File: src/rtl/bus_arbiter.sv
// bus_arbiter: shares one memory bus between the fetch stage (read-only)
// and the memory stage (load/store). One transaction is in flight at a time.
// A timeout bounds the wait for bus_ack and completes the request with an error.
module bus_arbiter #(
    parameter int TIMEOUT      = 16,
    parameter int MAX_DATA_RUN = 4
) (
    input  logic        i_clk,
    input  logic        i_reset,
    input  logic        i_fetch_req,
    input  logic [31:0] i_fetch_addr,
    output logic        o_fetch_ready,
    output logic [31:0] o_fetch_rdata,
    output logic        o_fetch_error,
    output logic        o_fetch_busy,
    input  logic        i_data_req,
    input  logic        i_data_we,
    input  logic [31:0] i_data_addr,
    input  logic [31:0] i_data_wdata,
    input  logic [3:0]  i_data_wstrb,
    output logic        o_data_ready,
    output logic [31:0] o_data_rdata,
    output logic        o_data_error,
    output logic        o_data_busy,
    output logic        o_bus_req,
    output logic        o_bus_we,
    output logic [31:0] o_bus_addr,
    output logic [31:0] o_bus_wdata,
    output logic [3:0]  o_bus_wstrb,
    input  logic        i_bus_ack,
    input  logic [31:0] i_bus_rdata
);

    // state    | meaning
    // ---------+-----------------------------------------------------------
    // IDLE     | no transaction; arbitrate and latch the winner's payload
    // GRANT_F  | fetch read on the bus; wait for ack or timeout
    // GRANT_D  | data load/store on the bus; wait for ack or timeout
    // RESP     | one-cycle ready pulse to the requester just served
    typedef enum logic [1:0] {
        S_IDLE    = 2'd0,
        S_GRANT_F = 2'd1,
        S_GRANT_D = 2'd2,
        S_RESP    = 2'd3
    } state_t;

    localparam int TW = $clog2(TIMEOUT);
    localparam int RW = $clog2(MAX_DATA_RUN + 1);
    localparam logic [TW-1:0] TMO_LAST = TW'(TIMEOUT - 1);
    localparam logic [RW-1:0] RUN_MAX  = RW'(MAX_DATA_RUN);

    state_t        r_state;
    state_t        w_state_nxt;
    logic [TW-1:0] r_timer;
    logic [RW-1:0] r_run_cnt;
    logic          r_resp_fetch;
    logic          r_err;
    logic [31:0]   r_fetch_rdata;
    logic [31:0]   r_data_rdata;
    logic          r_bus_we;
    logic [31:0]   r_bus_addr;
    logic [31:0]   r_bus_wdata;
    logic [3:0]    r_bus_wstrb;

    logic          w_in_grant;
    logic          w_timeout;
    logic          w_pick_fetch;
    logic          w_pick_data;

    assign w_in_grant   = (r_state == S_GRANT_F) || (r_state == S_GRANT_D);
    assign w_timeout    = w_in_grant && (r_timer == TMO_LAST);
    // Data wins ties until it has starved fetch for MAX_DATA_RUN grants.
    assign w_pick_fetch = i_fetch_req && (!i_data_req || (r_run_cnt == RUN_MAX));
    assign w_pick_data  = i_data_req && !w_pick_fetch;

    // State register
    always_ff @(posedge i_clk) begin
        if (i_reset) begin
            r_state <= S_IDLE;
        end else begin
            r_state <= w_state_nxt;
        end
    end

    // Next-state logic; bus_ack is only honoured while a grant is active
    always_comb begin
        w_state_nxt = r_state;
        case (r_state)
            S_IDLE: begin
                if (w_pick_fetch) begin
                    w_state_nxt = S_GRANT_F;
                end else if (w_pick_data) begin
                    w_state_nxt = S_GRANT_D;
                end
            end
            S_GRANT_F, S_GRANT_D: begin
                if (i_bus_ack || w_timeout) begin
                    w_state_nxt = S_RESP;
                end
            end
            S_RESP: begin
                w_state_nxt = S_IDLE;
            end
            default: begin
                w_state_nxt = S_IDLE;
            end
        endcase
    end

    // Outputs decoded from state
    always_comb begin
        o_bus_req     = 1'b0;
        o_fetch_ready = 1'b0;
        o_data_ready  = 1'b0;
        case (r_state)
            S_GRANT_F, S_GRANT_D: o_bus_req = 1'b1;
            S_RESP: begin
                o_fetch_ready = r_resp_fetch;
                o_data_ready  = !r_resp_fetch;
            end
            default: ;
        endcase
    end

    // Grant payload capture, wait timer, starvation counter and response latch
    always_ff @(posedge i_clk) begin
        if (i_reset) begin
            r_timer       <= '0;
            r_run_cnt     <= '0;
            r_resp_fetch  <= 1'b0;
            r_err         <= 1'b0;
            r_fetch_rdata <= '0;
            r_data_rdata  <= '0;
            r_bus_we      <= 1'b0;
            r_bus_addr    <= '0;
            r_bus_wdata   <= '0;
            r_bus_wstrb   <= '0;
        end else begin
            case (r_state)
                S_IDLE: begin
                    r_timer <= '0;
                    if (!i_fetch_req) begin
                        r_run_cnt <= '0;
                    end
                    if (w_pick_fetch) begin
                        r_run_cnt    <= '0;
                        r_resp_fetch <= 1'b1;
                        r_bus_we     <= 1'b0;
                        r_bus_addr   <= i_fetch_addr;
                        r_bus_wdata  <= '0;
                        r_bus_wstrb  <= '0;
                    end else if (w_pick_data) begin
                        if (i_fetch_req && (r_run_cnt != RUN_MAX)) begin
                            r_run_cnt <= r_run_cnt + RW'(1);
                        end
                        r_resp_fetch <= 1'b0;
                        r_bus_we     <= i_data_we;
                        r_bus_addr   <= i_data_addr;
                        r_bus_wdata  <= i_data_wdata;
                        r_bus_wstrb  <= i_data_wstrb;
                    end
                end
                S_GRANT_F, S_GRANT_D: begin
                    r_timer <= r_timer + TW'(1);
                    // An ack on the timeout cycle still counts as a good completion.
                    if (i_bus_ack) begin
                        r_err <= 1'b0;
                        if (r_state == S_GRANT_F) begin
                            r_fetch_rdata <= i_bus_rdata;
                        end else begin
                            r_data_rdata <= r_bus_we ? 32'd0 : i_bus_rdata;
                        end
                    end else if (w_timeout) begin
                        r_err <= 1'b1;
                        if (r_state == S_GRANT_F) begin
                            r_fetch_rdata <= '0;
                        end else begin
                            r_data_rdata <= '0;
                        end
                    end
                end
                default: ;
            endcase
        end
    end

    assign o_fetch_rdata = r_fetch_rdata;
    assign o_data_rdata  = r_data_rdata;
    assign o_fetch_error = o_fetch_ready && r_err;
    assign o_data_error  = o_data_ready && r_err;
    assign o_fetch_busy  = i_fetch_req && !o_fetch_ready;
    assign o_data_busy   = i_data_req && !o_data_ready;
    assign o_bus_we      = r_bus_we;
    assign o_bus_addr    = r_bus_addr;
    assign o_bus_wdata   = r_bus_wdata;
    assign o_bus_wstrb   = r_bus_wstrb;

endmodule
File: config.mk
export PLATFORM = sky130hd
export DESIGN_NAME = bus_arbiter
export DESIGN_NICKNAME = d
export VERILOG_FILES = /design/src/rtl/bus_arbiter.sv
export SDC_FILE = /design/constraint.sdc
export NUM_CORES = 1
export LEC_CHECK = 0
export ABC_AREA = 1
export BUFFER_PORTS_ARGS = -buffer_cell sky130_fd_sc_hd__buf_4
export CAP_MARGIN = 5
export CELL_PAD_IN_SITES_DETAIL_PLACEMENT = 1
export CELL_PAD_IN_SITES_GLOBAL_PLACEMENT = 2
export CORE_MARGIN = 1
export CORE_UTILIZATION = 26
export CTS_CLUSTER_SIZE = 24
export DETAILED_ROUTE_END_ITERATION = 10
export PLACE_DENSITY = 0.92
export SYNTH_ARGS = -nofsm -noshare
export SYNTH_HDL_FRONTEND = slang
export SYNTH_SLANG_ARGS = --single-unit
File: constraint.sdc
create_clock -name i_clk -period 3.7 [get_ports i_clk]
set_input_delay 0.74 -clock i_clk [delete_from_list [all_inputs] [get_ports i_clk]]
set_output_delay 0.74 -clock i_clk [all_outputs]
set_load 0.01 [all_outputs]
==> Yosys cells after proc, flatten, opt, wreduce, memory -nomap -nowiden <==
Cells that the tools add are included.
{ "classes": {"add_sub_neg": 2, "eq_ne": 8, "mux": 33, "bitwise": 1, "reduce_logical": 26} }
{ "ops": {"columns": ["cell", "n"], "rows": [
  ["$mux 32", 13],
  ["$mux 3", 4],
  ["$mux 1", 9],
  ["$logic_and 1x1->1", 8],
  ["$mux 4", 2],
  ["$pmux 4 s2", 1],
  ["$mux 2", 3],
  ["$ne 3x3->1 const B", 2],
  ["$pmux 2 s3", 1],
  ["$reduce_and 2->1", 3],
  ["$reduce_and 3->1", 2],
  ["$reduce_bool 2->1", 3],
  ["$logic_not 1->1", 5],
  ["$add 4x1->4 const B", 1],
  ["$eq 2x2->1 const B", 2],
  ["$eq 4x4->1 const B", 1],
  ["$add 3x1->3 const B", 1],
  ["$eq 3x3->1 const B", 1],
  ["$logic_or 1x1->1", 3],
  ["$eq 2x1->1 const B", 1],
  ["$logic_not 2->1", 1],
  ["$ne 2x2->1 const B", 1],
  ["$reduce_or 2->1", 1],
  ["$not 1->1", 1]
]} }
{ "totals": {"regBits": 144, "inputBits": 138, "wordCells": 81} }

==> Logic depth before layout (Yosys ltp) <==
Gate-level depths: netlist of the first run.
{ "depth": {"depth_word": 8, "ltp_mapped": 11} }

==> Least setup slack after synthesis of the first run <==
Ideal clock, no wire load.
{ "synth_path": {"path_type": "register to output", "start": "register r_state[0]", "end": "output o_data_busy", "arrival_time_ns": 0.972, "required_time_ns": 2.960, "setup_slack_ns": 1.988, "path_stages_with_launch": 5, "path_buffers": 0, "cell_sequence": "dfxtp_1 ha_1 inv_1 nor2_1 nor2_1"} }
{ "synth_between": {"elab_chain_len": 4} }
{ "synth_lines": {"columns": ["element", "line_no", "text"], "rows": [
  ["start: declaration", "52", "state_t r_state;"],
  ["start signal: assignment", "81", "r_state <= w_state_nxt;"],
  ["$eq 2x2->1", "115", "case (r_state)"],
  ["$mux 1", "115", null],
  ["net o_data_ready", "21", "output logic o_data_ready,"],
  ["$logic_not 1->1", "192", "assign o_data_busy = i_data_req && !o_data_ready;"],
  ["$logic_and 1x1->1", "192", null],
  ["end: declaration", "24", "output logic o_data_busy,"]
]} }
The timed path passes the listed nets, and every way through them passes these cells.

==> Final worst setup path of the first run <==
{ "layout_path": {"start": "register r_state[0]", "end": "register r_fetch_rdata[0] (netlist: o_fetch_rdata[0])"} }
{ "layout_between": {"elab_chain_len": 5, "elab_cells_between_ends": 7, "classes_between": "eq/ne (2); reduce/logical (5)"} }
{ "layout_lines": {"columns": ["element", "line_no", "text"], "rows": [
  ["$eq 2x1->1 or $eq 2x2->1 (tied branches)", null, null],
  ["$logic_or 1x1->1", "70", "assign w_in_grant = (r_state == S_GRANT_F) || (r_state == S_GRANT_D);"],
  ["$logic_and 1x1->1", "71", "assign w_timeout = w_in_grant && (r_timer == TMO_LAST);"],
  ["$reduce_bool 2->1 (no source line)", null, null],
  ["$reduce_and 3->1 (no source line) *", null, null],
  ["end signal: assignment", "169", "r_fetch_rdata <= i_bus_rdata;"],
  ["end: declaration", "58", "logic [31:0] r_fetch_rdata;"]
]} }
Mark *: on every way between the ends. The rest lies on a longest branch, timed or not.
A chain may end at the register's enable or synchronous reset.

==> report_table.html, run 1 <==
<table>
<tr><th>Metric</th><th>Value</th></tr>
<tr><th colspan="2">Run status</th></tr>
<tr><td>Run status</td><td>finished, final reports clean</td></tr>
<tr><th colspan="2">GRT</th></tr>
<tr><td>Antenna violations before repair</td><td>0</td></tr>
<tr><td>Via count of the first global-routing pass</td><td>around 7200</td></tr>
<tr><td>Remaining global-route overflow</td><td>0</td></tr>
<tr><td>Pin count of the biggest net entering global routing</td><td>90</td></tr>
<tr><td>Total track usage</td><td>18.9%</td></tr>
<tr><td>First-pass GRT wire length</td><td>38100 µm</td></tr>
<tr><th colspan="2">CTS</th></tr>
<tr><td>Number of buffers added by the clock tree synthesis step</td><td>17</td></tr>
<tr><td>Insertion delay to the later sink of the worst-skew pair</td><td>430 ps</td></tr>
<tr><td>Number of instances resized during post-cts repair</td><td>0</td></tr>
<tr><td>Root Buffer</td><td>clkbuf_16</td></tr>
<tr><td>Max H-tree Level</td><td>4</td></tr>
<tr><td>Clock tree from TritonCTS</td><td>built</td></tr>
<tr><td>Clk sink count</td><td>144</td></tr>
<tr><td>Clk pin slew, worst setup/hold paths</td><td>70 ps</td></tr>
<tr><td>Bufs on Longest Clock Path</td><td>2</td></tr>
<tr><td>Number of hold buffers added after CTS</td><td>0</td></tr>
<tr><td>Post-CTS setup buffer count</td><td>0</td></tr>
<tr><th colspan="2">Power and ir drop</th></tr>
<tr><td>Part of the power in registers</td><td>31.7%</td></tr>
<tr><td>P_sw</td><td>0.00288 W</td></tr>
<tr><td>Switching fraction of total power</td><td>39.5%</td></tr>
<tr><td>Maximum vdd drop</td><td>0.378 mV</td></tr>
<tr><td>Gate power share</td><td>42.6%</td></tr>
<tr><td>Proportion of power drawn by the clock network</td><td>25.7%</td></tr>
<tr><td>Leakage power figure</td><td>4.79 nW</td></tr>
<tr><td>Power per standard cell area</td><td>around 780 nW/µm²</td></tr>
<tr><td>Internal Power</td><td>0.00440 W</td></tr>
<tr><th colspan="2">STA</th></tr>
<tr><td>Relative max-transition margin</td><td>27.8%</td></tr>
<tr><td>Final slew viol count</td><td>0</td></tr>
<tr><td>Worst-margin pin slew</td><td>approximately 1100 ps</td></tr>
<tr><td>RSZ-0062 raised after global routing</td><td>false</td></tr>
<tr><td>Hold slack final</td><td>around 490 ps</td></tr>
<tr><td>Final count of hold timing violations</td><td>0</td></tr>
<tr><td>Final worst-path cycle share</td><td>64.6%</td></tr>
<tr><td>Final setup skew</td><td>19.7 ps</td></tr>
<tr><td>Post-layout minimum cycle time</td><td>2390 ps</td></tr>
<tr><td>Accumulated negative setup slack</td><td>0 ps</td></tr>
<tr><td>Achievable Freq</td><td>~0.42 GHz</td></tr>
<tr><td>Final setup violation count</td><td>0</td></tr>
<tr><th colspan="2">Yosys</th></tr>
<tr><td>Sequential area share after synthesis</td><td>roughly 45%</td></tr>
<tr><td>Net Count, Synth</td><td>1126</td></tr>
<tr><td>Instance count of the mapped netlist</td><td>between 900 and 1000</td></tr>
<tr><td>Post-synthesis cell area</td><td>6420 µm²</td></tr>
<tr><td>Netlist cell types</td><td>18</td></tr>
<tr><td>#FFs+latches synth</td><td>144</td></tr>
<tr><td>Yosys Warn Count</td><td>0</td></tr>
<tr><td>Post-Syn Area per Cell</td><td>about 6.5 µm²</td></tr>
<tr><th colspan="2">Worst hold path</th></tr>
<tr><td>Hold WC Path Type</td><td>reg2reg</td></tr>
<tr><th colspan="2">Critical path</th></tr>
<tr><td>Largest fanout on the critical path</td><td>89</td></tr>
<tr><td>Crit start category</td><td>register</td></tr>
<tr><td>Type of element capturing the critical path</td><td>register</td></tr>
<tr><td>Signal arrival time at the worst endpoint</td><td>2740 ps</td></tr>
<tr><td>Worst setup path class</td><td>reg2reg</td></tr>
<tr><td>Required time reported for the critical path endpoint</td><td>4050 ps</td></tr>
<tr><th colspan="2">Drt</th></tr>
<tr><td>Total wire length after detailed routing</td><td>24200 µm</td></tr>
<tr><td>First-pass iteration count of the detailed router</td><td>6</td></tr>
<tr><td>Via-to-Cell Ratio</td><td>about 4.5</td></tr>
<tr><td>Initial drt markers</td><td>380</td></tr>
<tr><td>Routed via count</td><td>7082</td></tr>
<tr><td>Drc violations</td><td>0</td></tr>
<tr><td>DR WL/cell</td><td>15.5 µm</td></tr>
<tr><td>Residual antenna-violating net count after detailed routing</td><td>0</td></tr>
<tr><th colspan="2">Placed design</th></tr>
<tr><td>Final RePlAce weighted congestion</td><td>~0.75</td></tr>
<tr><td>Port Buffer Count</td><td>277</td></tr>
<tr><td>Detailed placer's ending HPWL</td><td>17200 µm</td></tr>
<tr><th colspan="2">Die</th></tr>
<tr><td>Core Footprint</td><td>24200 µm²</td></tr>
<tr><td>Die Span X</td><td>around 160 µm</td></tr>
<tr><td>I/O Pins</td><td>278</td></tr>
<tr><td>Vertical die dimension</td><td>159 µm</td></tr>
<tr><td>Initial core utilization</td><td>26.5%</td></tr>
<tr><td>Die area</td><td>roughly 25000 µm²</td></tr>
<tr><td>Number of rows created at floorplan</td><td>57</td></tr>
<tr><th colspan="2">Cells and area</th></tr>
<tr><td>Signed area change from the synthesized netlist to the final layout</td><td>45.4%</td></tr>
<tr><td>Commonest cells after routing, fill and taps aside</td><td>buf_4 (289), nand2_1 (240), nor2_1 (218)</td></tr>
<tr><td>Total inserted antenna cells</td><td>0</td></tr>
<tr><td>Fraction of final layout cells sized beyond drive strength 1</td><td>26.4%</td></tr>
<tr><td>Most common cell after layout, fill and taps aside</td><td>buf_4</td></tr>
<tr><td>Number of nets in the layout</td><td>1365</td></tr>
<tr><td>Fillers</td><td>approximately 3100</td></tr>
<tr><th colspan="2">Job</th></tr>
<tr><td>Max-cap violation count</td><td>0</td></tr>
</table>
[layer usage]
metal	part of all wire (%)	vias up	global-route usage, %
li1	-	3528	-
met1	43	3317	22.6
met2	46	222	31.1
met3	8.8	15	8.28
met4	1.4	0	4.76
met5	0	-	0
[worst paths after layout]
path,cells after the start,slack [ps],endpoint,start
setup / recovery,9,1310,o_fetch_rdata[0],r_state[0]
hold / removal,2,490,o_data_rdata[21],o_data_rdata[21]
setup reg to reg,9,1310,o_fetch_rdata[0],r_state[0]
hold reg to reg,2,490,o_data_rdata[21],o_data_rdata[21]
[cell usage after synthesis (all sizes together)]
| cell | count | area (µm²) |
|---|---|---|
| a21oi | 86 | 442 |
| buf | 33 | 159 |
| clkbuf | 36 | 135 |
| dfxtp | 144 | 2880 |
| ha | 6 | 75.1 |
| inv | 77 | 289 |
| nand2 | 242 | 911 |
| nand3 | 93 | 465 |
| nand4 | 1 | 6.26 |
| nor2 | 218 | 818 |
| nor3 | 4 | 20.0 |
| nor3b | 1 | 7.51 |
| o21ai | 40 | 200 |
| xor2 | 1 | 8.76 |
[cell families (layout without fill, tap and decap cells)]
kind of cell / count (synthesis) / count (layout) / share of synthesized area (%)
AO/OA/AOI/OAI: 126 / 126 / 10.0
XOR/XNOR: 1 / 1 / 0.136
adder cells (fa/ha/maj): 6 / 6 / 1.17
buffers and inverters: 146 / 397 / 9.08
flip-flops: 144 / 144 / 44.9
AND/OR/NAND/NOR: 559 / 559 / 34.7
[flip-flops by register name, indices dropped and copies added, names as in the netlist]
name           count
o_bus_addr        32
o_bus_wdata       32
o_bus_we           1
o_bus_wstrb        4
o_data_rdata      32
o_fetch_rdata     32
r_err              1
r_resp_fetch       1
r_run_cnt          3
r_state            2
r_timer            4
[per-stage QoR]
stage	instance area, µm²	utilization (%)	power [W]	instances	worst slack [ps]
final	9330	38.5	0.00727	1557	1310
after global placement	8710	35.9	0.00539	1526	1320
after CTS	9330	38.5	0.00739	1557	1310
after global routing	9330	38.5	0.00782	1557	1080
after floorplan	6420	-	0.00413	982	1990
after detailed placement	8710	35.9	0.00546	1526	1250
[area by class of cell]
class,count,area [µm²],area share (%)
well taps,324,405,4.34
clock inverters,12,184,1.97
clock buffers,19,443,4.75
inverters,77,289,3.10
flip-flops and latches,144,2880,30.9
repair buffers,289,2170,23.2
multi-input cells,692,2960,31.7
[worst max-delay path, cell delays in order, from the launching register on]
cell	delay [ps]
dfxtp_1	360
inv_1	70
ha_1	360
inv_1	90
a21oi_4	120
buf_4	670
nand2_2	300
nand2_1	140
nand2_1	60
nor2_1	100
[power by group through the flow]
stage                     logic, W  clock network (W)  registers, W
after floorplan            0.00165                  0       0.00248
after global placement     0.00308                  0       0.00231
after detailed placement   0.00314                  0       0.00232
after CTS                  0.00316            0.00193       0.00231
after global routing       0.00348            0.00198       0.00236
final                      0.00310            0.00187       0.00230
Note: power is estimated with default switching activity, not from simulation.
==> run 2, diff against run 1 <==
ABC_AREA = 0   (was 1)
CORE_UTILIZATION = 22   (was 26)
PLACE_DENSITY = 0.81   (was 0.92)
clock period = 2.1 ns   (was 3.7 ns; I/O delays follow)
==> run 2 against run 1 <==
Against the previous run:
- die area grew 5.9%
- setup slack got worse by 1200 ps
- global-route usage shrank 3.1 points
- register-to-register slack lost 1100 ps
- core utilization fell by 3.4 points
- cell area decreased by 4.5%
- critical path type is now reg2out
- critical endpoint is now o_fetch_busy
- largest power group unchanged
==> report_table.html, run 2 <==
<table>
<tr><th>Metric</th><th>Value</th></tr>
<tr><th colspan="2">Job</th></tr>
<tr><td>Max-cap violation count</td><td>0</td></tr>
<tr><th colspan="2">GRT</th></tr>
<tr><td>Via count of the first global-routing pass</td><td>about 6200</td></tr>
<tr><td>Pin count of the biggest net entering global routing</td><td>109</td></tr>
<tr><td>Remaining global-route overflow</td><td>0</td></tr>
<tr><td>Total track usage</td><td>15.8%</td></tr>
<tr><td>First-pass GRT wire length</td><td>33300 µm</td></tr>
<tr><td>Antenna violations before repair</td><td>0</td></tr>
<tr><th colspan="2">STA</th></tr>
<tr><td>Hold slack final</td><td>222 ps</td></tr>
<tr><td>Accumulated negative setup slack</td><td>0 ps</td></tr>
<tr><td>Final setup violation count</td><td>0</td></tr>
<tr><td>Final setup skew</td><td>roughly 13 ps</td></tr>
<tr><td>RSZ-0062 raised after global routing</td><td>false</td></tr>
<tr><td>Post-layout minimum cycle time</td><td>1960 ps</td></tr>
<tr><td>Final slew viol count</td><td>0</td></tr>
<tr><td>Final worst-path cycle share</td><td>93.6%</td></tr>
<tr><td>Achievable Freq</td><td>0.509 GHz</td></tr>
<tr><td>Relative max-transition margin</td><td>63.0%</td></tr>
<tr><td>Final count of hold timing violations</td><td>0</td></tr>
<tr><td>Worst-margin pin slew</td><td>553 ps</td></tr>
<tr><th colspan="2">Yosys</th></tr>
<tr><td>Commonest cells in the synthesized netlist</td><td>dfxtp_1 (144), nand3_1 (103), a21oi_1 (76), nand2_1 (75), nor3_1 (65)</td></tr>
<tr><td>Cell types occupying the most area after synthesis</td><td>dfxtp_1 (50%), nand3_1 (9.0%), a21oi_1 (6.6%), nor3_1 (5.7%), nand2_1 (4.9%)</td></tr>
<tr><td>Area share of and/or/nand/nor cells after synthesis</td><td>31.3%</td></tr>
<tr><td>Sequential area share after synthesis</td><td>between 50% and 60%</td></tr>
<tr><td>Netlist cell types</td><td>34</td></tr>
<tr><td>#FFs+latches synth</td><td>~140</td></tr>
<tr><td>Cell type with the highest aggregate area in the netlist</td><td>dfxtp_1</td></tr>
<tr><td>Net Count, Synth</td><td>860</td></tr>
<tr><td>Share of the synthesized area in compound gates (AO/OA/AOI/OAI)</td><td>11.3%</td></tr>
<tr><td>Most used flip-flop cell after synthesis</td><td>dfxtp_1</td></tr>
<tr><td>Multiplexer share of the synthesized area</td><td>0%</td></tr>
<tr><td>Share of the synthesized netlist area taken by xor and xnor gates</td><td>0%</td></tr>
<tr><td>Instance count of the mapped netlist</td><td>716</td></tr>
<tr><td>Most instantiated library cell after synthesis</td><td>dfxtp_1</td></tr>
<tr><td>Largest family of logic cells by synthesized area</td><td>simple AND/OR/NAND/NOR gates</td></tr>
<tr><td>Number of enable-type register cells in the synthesized netlist</td><td>0</td></tr>
<tr><td>Post-synthesis cell area</td><td>5760 µm²</td></tr>
<tr><td>Async set or reset register ratio after synthesis</td><td>0%</td></tr>
<tr><td>Yosys Warn Count</td><td>0</td></tr>
<tr><td>Post-Syn Area per Cell</td><td>8.04 µm²</td></tr>
<tr><td>Share of the synthesized area in the top cell type</td><td>50.1%</td></tr>
<tr><td>Adder and majority gate portion of the synthesized area</td><td>1.30%</td></tr>
<tr><th colspan="2">Worst hold path</th></tr>
<tr><td>Hold WC Path Type</td><td>in2reg</td></tr>
<tr><td>End of the worst hold path</td><td>o_data_rdata[24]</td></tr>
<tr><td>Worst Hold Path Cells</td><td>3</td></tr>
<tr><td>Worst hold path startpoint</td><td>i_bus_rdata[24]</td></tr>
<tr><th colspan="2">Run status</th></tr>
<tr><td>Run status</td><td>finished, final reports clean</td></tr>
<tr><th colspan="2">Drt</th></tr>
<tr><td>Drc violations</td><td>0</td></tr>
<tr><td>First-pass iteration count of the detailed router</td><td>4</td></tr>
<tr><td>Via-to-Cell Ratio</td><td>4.62</td></tr>
<tr><td>Routed via count</td><td>6055</td></tr>
<tr><td>Residual antenna-violating net count after detailed routing</td><td>0</td></tr>
<tr><td>DR WL/cell</td><td>16.5 µm</td></tr>
<tr><td>Total wire length after detailed routing</td><td>21600 µm</td></tr>
<tr><td>Initial drt markers</td><td>261</td></tr>
<tr><th colspan="2">Die</th></tr>
<tr><td>Number of rows created at floorplan</td><td>58</td></tr>
<tr><td>Vertical die dimension</td><td>~160 µm</td></tr>
<tr><td>Core Footprint</td><td>25400 µm²</td></tr>
<tr><td>Die Span X</td><td>164 µm</td></tr>
<tr><td>I/O Pins</td><td>roughly 280</td></tr>
<tr><td>Die area</td><td>26800 µm²</td></tr>
<tr><td>Initial core utilization</td><td>22.7%</td></tr>
<tr><th colspan="2">Cells and area</th></tr>
<tr><td>Signed area change from the synthesized netlist to the final layout</td><td>54.9%</td></tr>
<tr><td>Commonest cells after routing, fill and taps aside</td><td>buf_4 (293), dfxtp_1 (144), nand3_1 (103)</td></tr>
<tr><td>Total inserted antenna cells</td><td>0</td></tr>
<tr><td>Fraction of final layout cells sized beyond drive strength 1</td><td>a little over a third</td></tr>
<tr><td>Design area</td><td>8910 µm²</td></tr>
<tr><td>Number of nets in the layout</td><td>1111</td></tr>
<tr><td>Fillers</td><td>3023</td></tr>
<tr><td>Most common cell after layout, fill and taps aside</td><td>buf_4</td></tr>
<tr><th colspan="2">Placed design</th></tr>
<tr><td>Port Buffer Count</td><td>277</td></tr>
<tr><td>Placed Instance Area</td><td>8280 µm²</td></tr>
<tr><td>Final RePlAce weighted congestion</td><td>approximately 0.8</td></tr>
<tr><td>Detailed placer's ending HPWL</td><td>15200 µm</td></tr>
<tr><th colspan="2">CTS</th></tr>
<tr><td>Clk sink count</td><td>144</td></tr>
<tr><td>Number of buffers added by the clock tree synthesis step</td><td>17</td></tr>
<tr><td>Clock tree from TritonCTS</td><td>built</td></tr>
<tr><td>Number of hold buffers added after CTS</td><td>0</td></tr>
<tr><td>Clk pin slew, worst setup/hold paths</td><td>roughly 70 ps</td></tr>
<tr><td>Bufs on Longest Clock Path</td><td>2</td></tr>
<tr><td>Insertion delay to the later sink of the worst-skew pair</td><td>between 400 and 500 ps</td></tr>
<tr><td>Post-CTS setup buffer count</td><td>0</td></tr>
<tr><td>Max H-tree Level</td><td>4</td></tr>
<tr><td>Root Buffer</td><td>clkbuf_16</td></tr>
<tr><th colspan="2">Critical path</th></tr>
<tr><td>Critical Path Max Stage Delay</td><td>roughly 340 ps</td></tr>
<tr><td>Worst setup path class</td><td>reg2out</td></tr>
<tr><td>Signal arrival time at the worst endpoint</td><td>1540 ps</td></tr>
<tr><td>Crit-path leading delay family</td><td>flip-flops</td></tr>
<tr><td>Library cell contributing the largest single delay on the critical path</td><td>dfxtp_1</td></tr>
<tr><td>Required time reported for the critical path endpoint</td><td>1680 ps</td></tr>
<tr><td>Slack of the worst reg-to-reg path</td><td>between 200 and 250 ps</td></tr>
<tr><td>Sequence of cells on the critical path</td><td>ha_1 &gt; buf_4 &gt; and2_1 &gt; nor2b_1 &gt; buf_4</td></tr>
<tr><td>Startpoint of the most critical register-to-register path</td><td>r_run_cnt[0]</td></tr>
<tr><td>Worst reg-to-reg path cell count</td><td>7</td></tr>
<tr><td>Crit start category</td><td>register</td></tr>
<tr><td>Type of element capturing the critical path</td><td>primary output</td></tr>
<tr><td>Cell repeated most along the worst path</td><td>buf_4</td></tr>
<tr><td>Worst reg2reg path endpoint</td><td>o_bus_addr[23]</td></tr>
<tr><td>Count of buffering cells on the critical path with inverters included</td><td>2</td></tr>
<tr><td>Largest fanout on the critical path</td><td>9</td></tr>
<tr><th colspan="2">Power and ir drop</th></tr>
<tr><td>Leakage power figure</td><td>about 3.7 nW</td></tr>
<tr><td>Power per standard cell area</td><td>1170 nW/µm²</td></tr>
<tr><td>Maximum vdd drop</td><td>between 0.3 and 0.4 mV</td></tr>
</table>
[run 2: how the worst max path moves through the flow]
| stage | startpoint | end | slack [ps] | depth (start not counted) |
|---|---|---|---|---|
| after floorplan | r_state[0] | o_data_rdata[0] | 230 | 7 |
| after global placement | i_fetch_req | o_bus_addr[30] | 310 | 5 |
| after detailed placement | i_fetch_req | o_bus_addr[10] | 230 | 5 |
| after CTS | r_state[0] | o_data_error | 40 | 4 |
| after global routing | r_run_cnt[0] | o_bus_addr[27] | 50 | 7 |
| final | r_state[0] | o_fetch_busy | 140 | 5 |
[run 2: layout make-up]
cell class | count | area [µm²] | share of cell area (%)
clock inverter | 14 | 193 | 2.16
sequential | 144 | 2880 | 32.3
inverter | 5 | 18.8 | 0.211
tap | 330 | 413 | 4.63
multi-input combinational | 496 | 2570 | 28.8
timing repair buffer | 303 | 2400 | 26.9
clock buffer | 18 | 439 | 4.93
[run 2: metal layers]
layer	GRT usage [%]	vias up	wire length (µm)
met5	0	-	0
li1	-	2985	-
met4	4.46	0	184
met3	5.83	14	2040
met1	19.4	2854	9510
met2	25.7	202	9870
[run 2: kinds of logic after synthesis]
| family | Yosys count |
|---|---|
| AND/OR/NAND/NOR | 367 |
| flip-flops | 144 |
| AO/OA/AOI/OAI | 123 |
| buffers and inverters | 76 |
| adder cells (fa/ha/maj) | 6 |
[run 2: through the flow]
step | utilization, % | std cells | total power [W] | worst slack (ps)
after CTS | 35.1 | 1310 | 0.0106 | 36.6
after detailed placement | 32.6 | 1278 | 0.00723 | 226
after global placement | 32.6 | 1278 | 0.00716 | 307
after floorplan | - | 716 | 0.00540 | 229
final | 35.1 | 1310 | 0.0104 | 135
after global routing | 35.1 | 1310 | 0.0111 | 47.5
[run 2: worst register-to-register path: stages (launching register included)]
cell and delay (ps):
dfxtp_1 350, inv_1 70, ha_1 220, a21boi_2 210, nand2b_2 340, buf_12 260
nor3_1 100, nor4_1 230
[run 2: what timing repair did]
action                                  CTS  global route
endpoints found under the setup margin    0             1
endpoints found under the hold margin     0             0
gates resized for setup                   0             1
[run 2: power breakdown]
group	switching (W)	internal, W	total [W]	leakage (nW)
clock	0.00137	0.00196	0.00332	0.314
combinational	0.00204	0.00161	0.00364	2.23
sequential	0.000264	0.00320	0.00347	1.18
total	0.00367	0.00677	0.0104	3.71
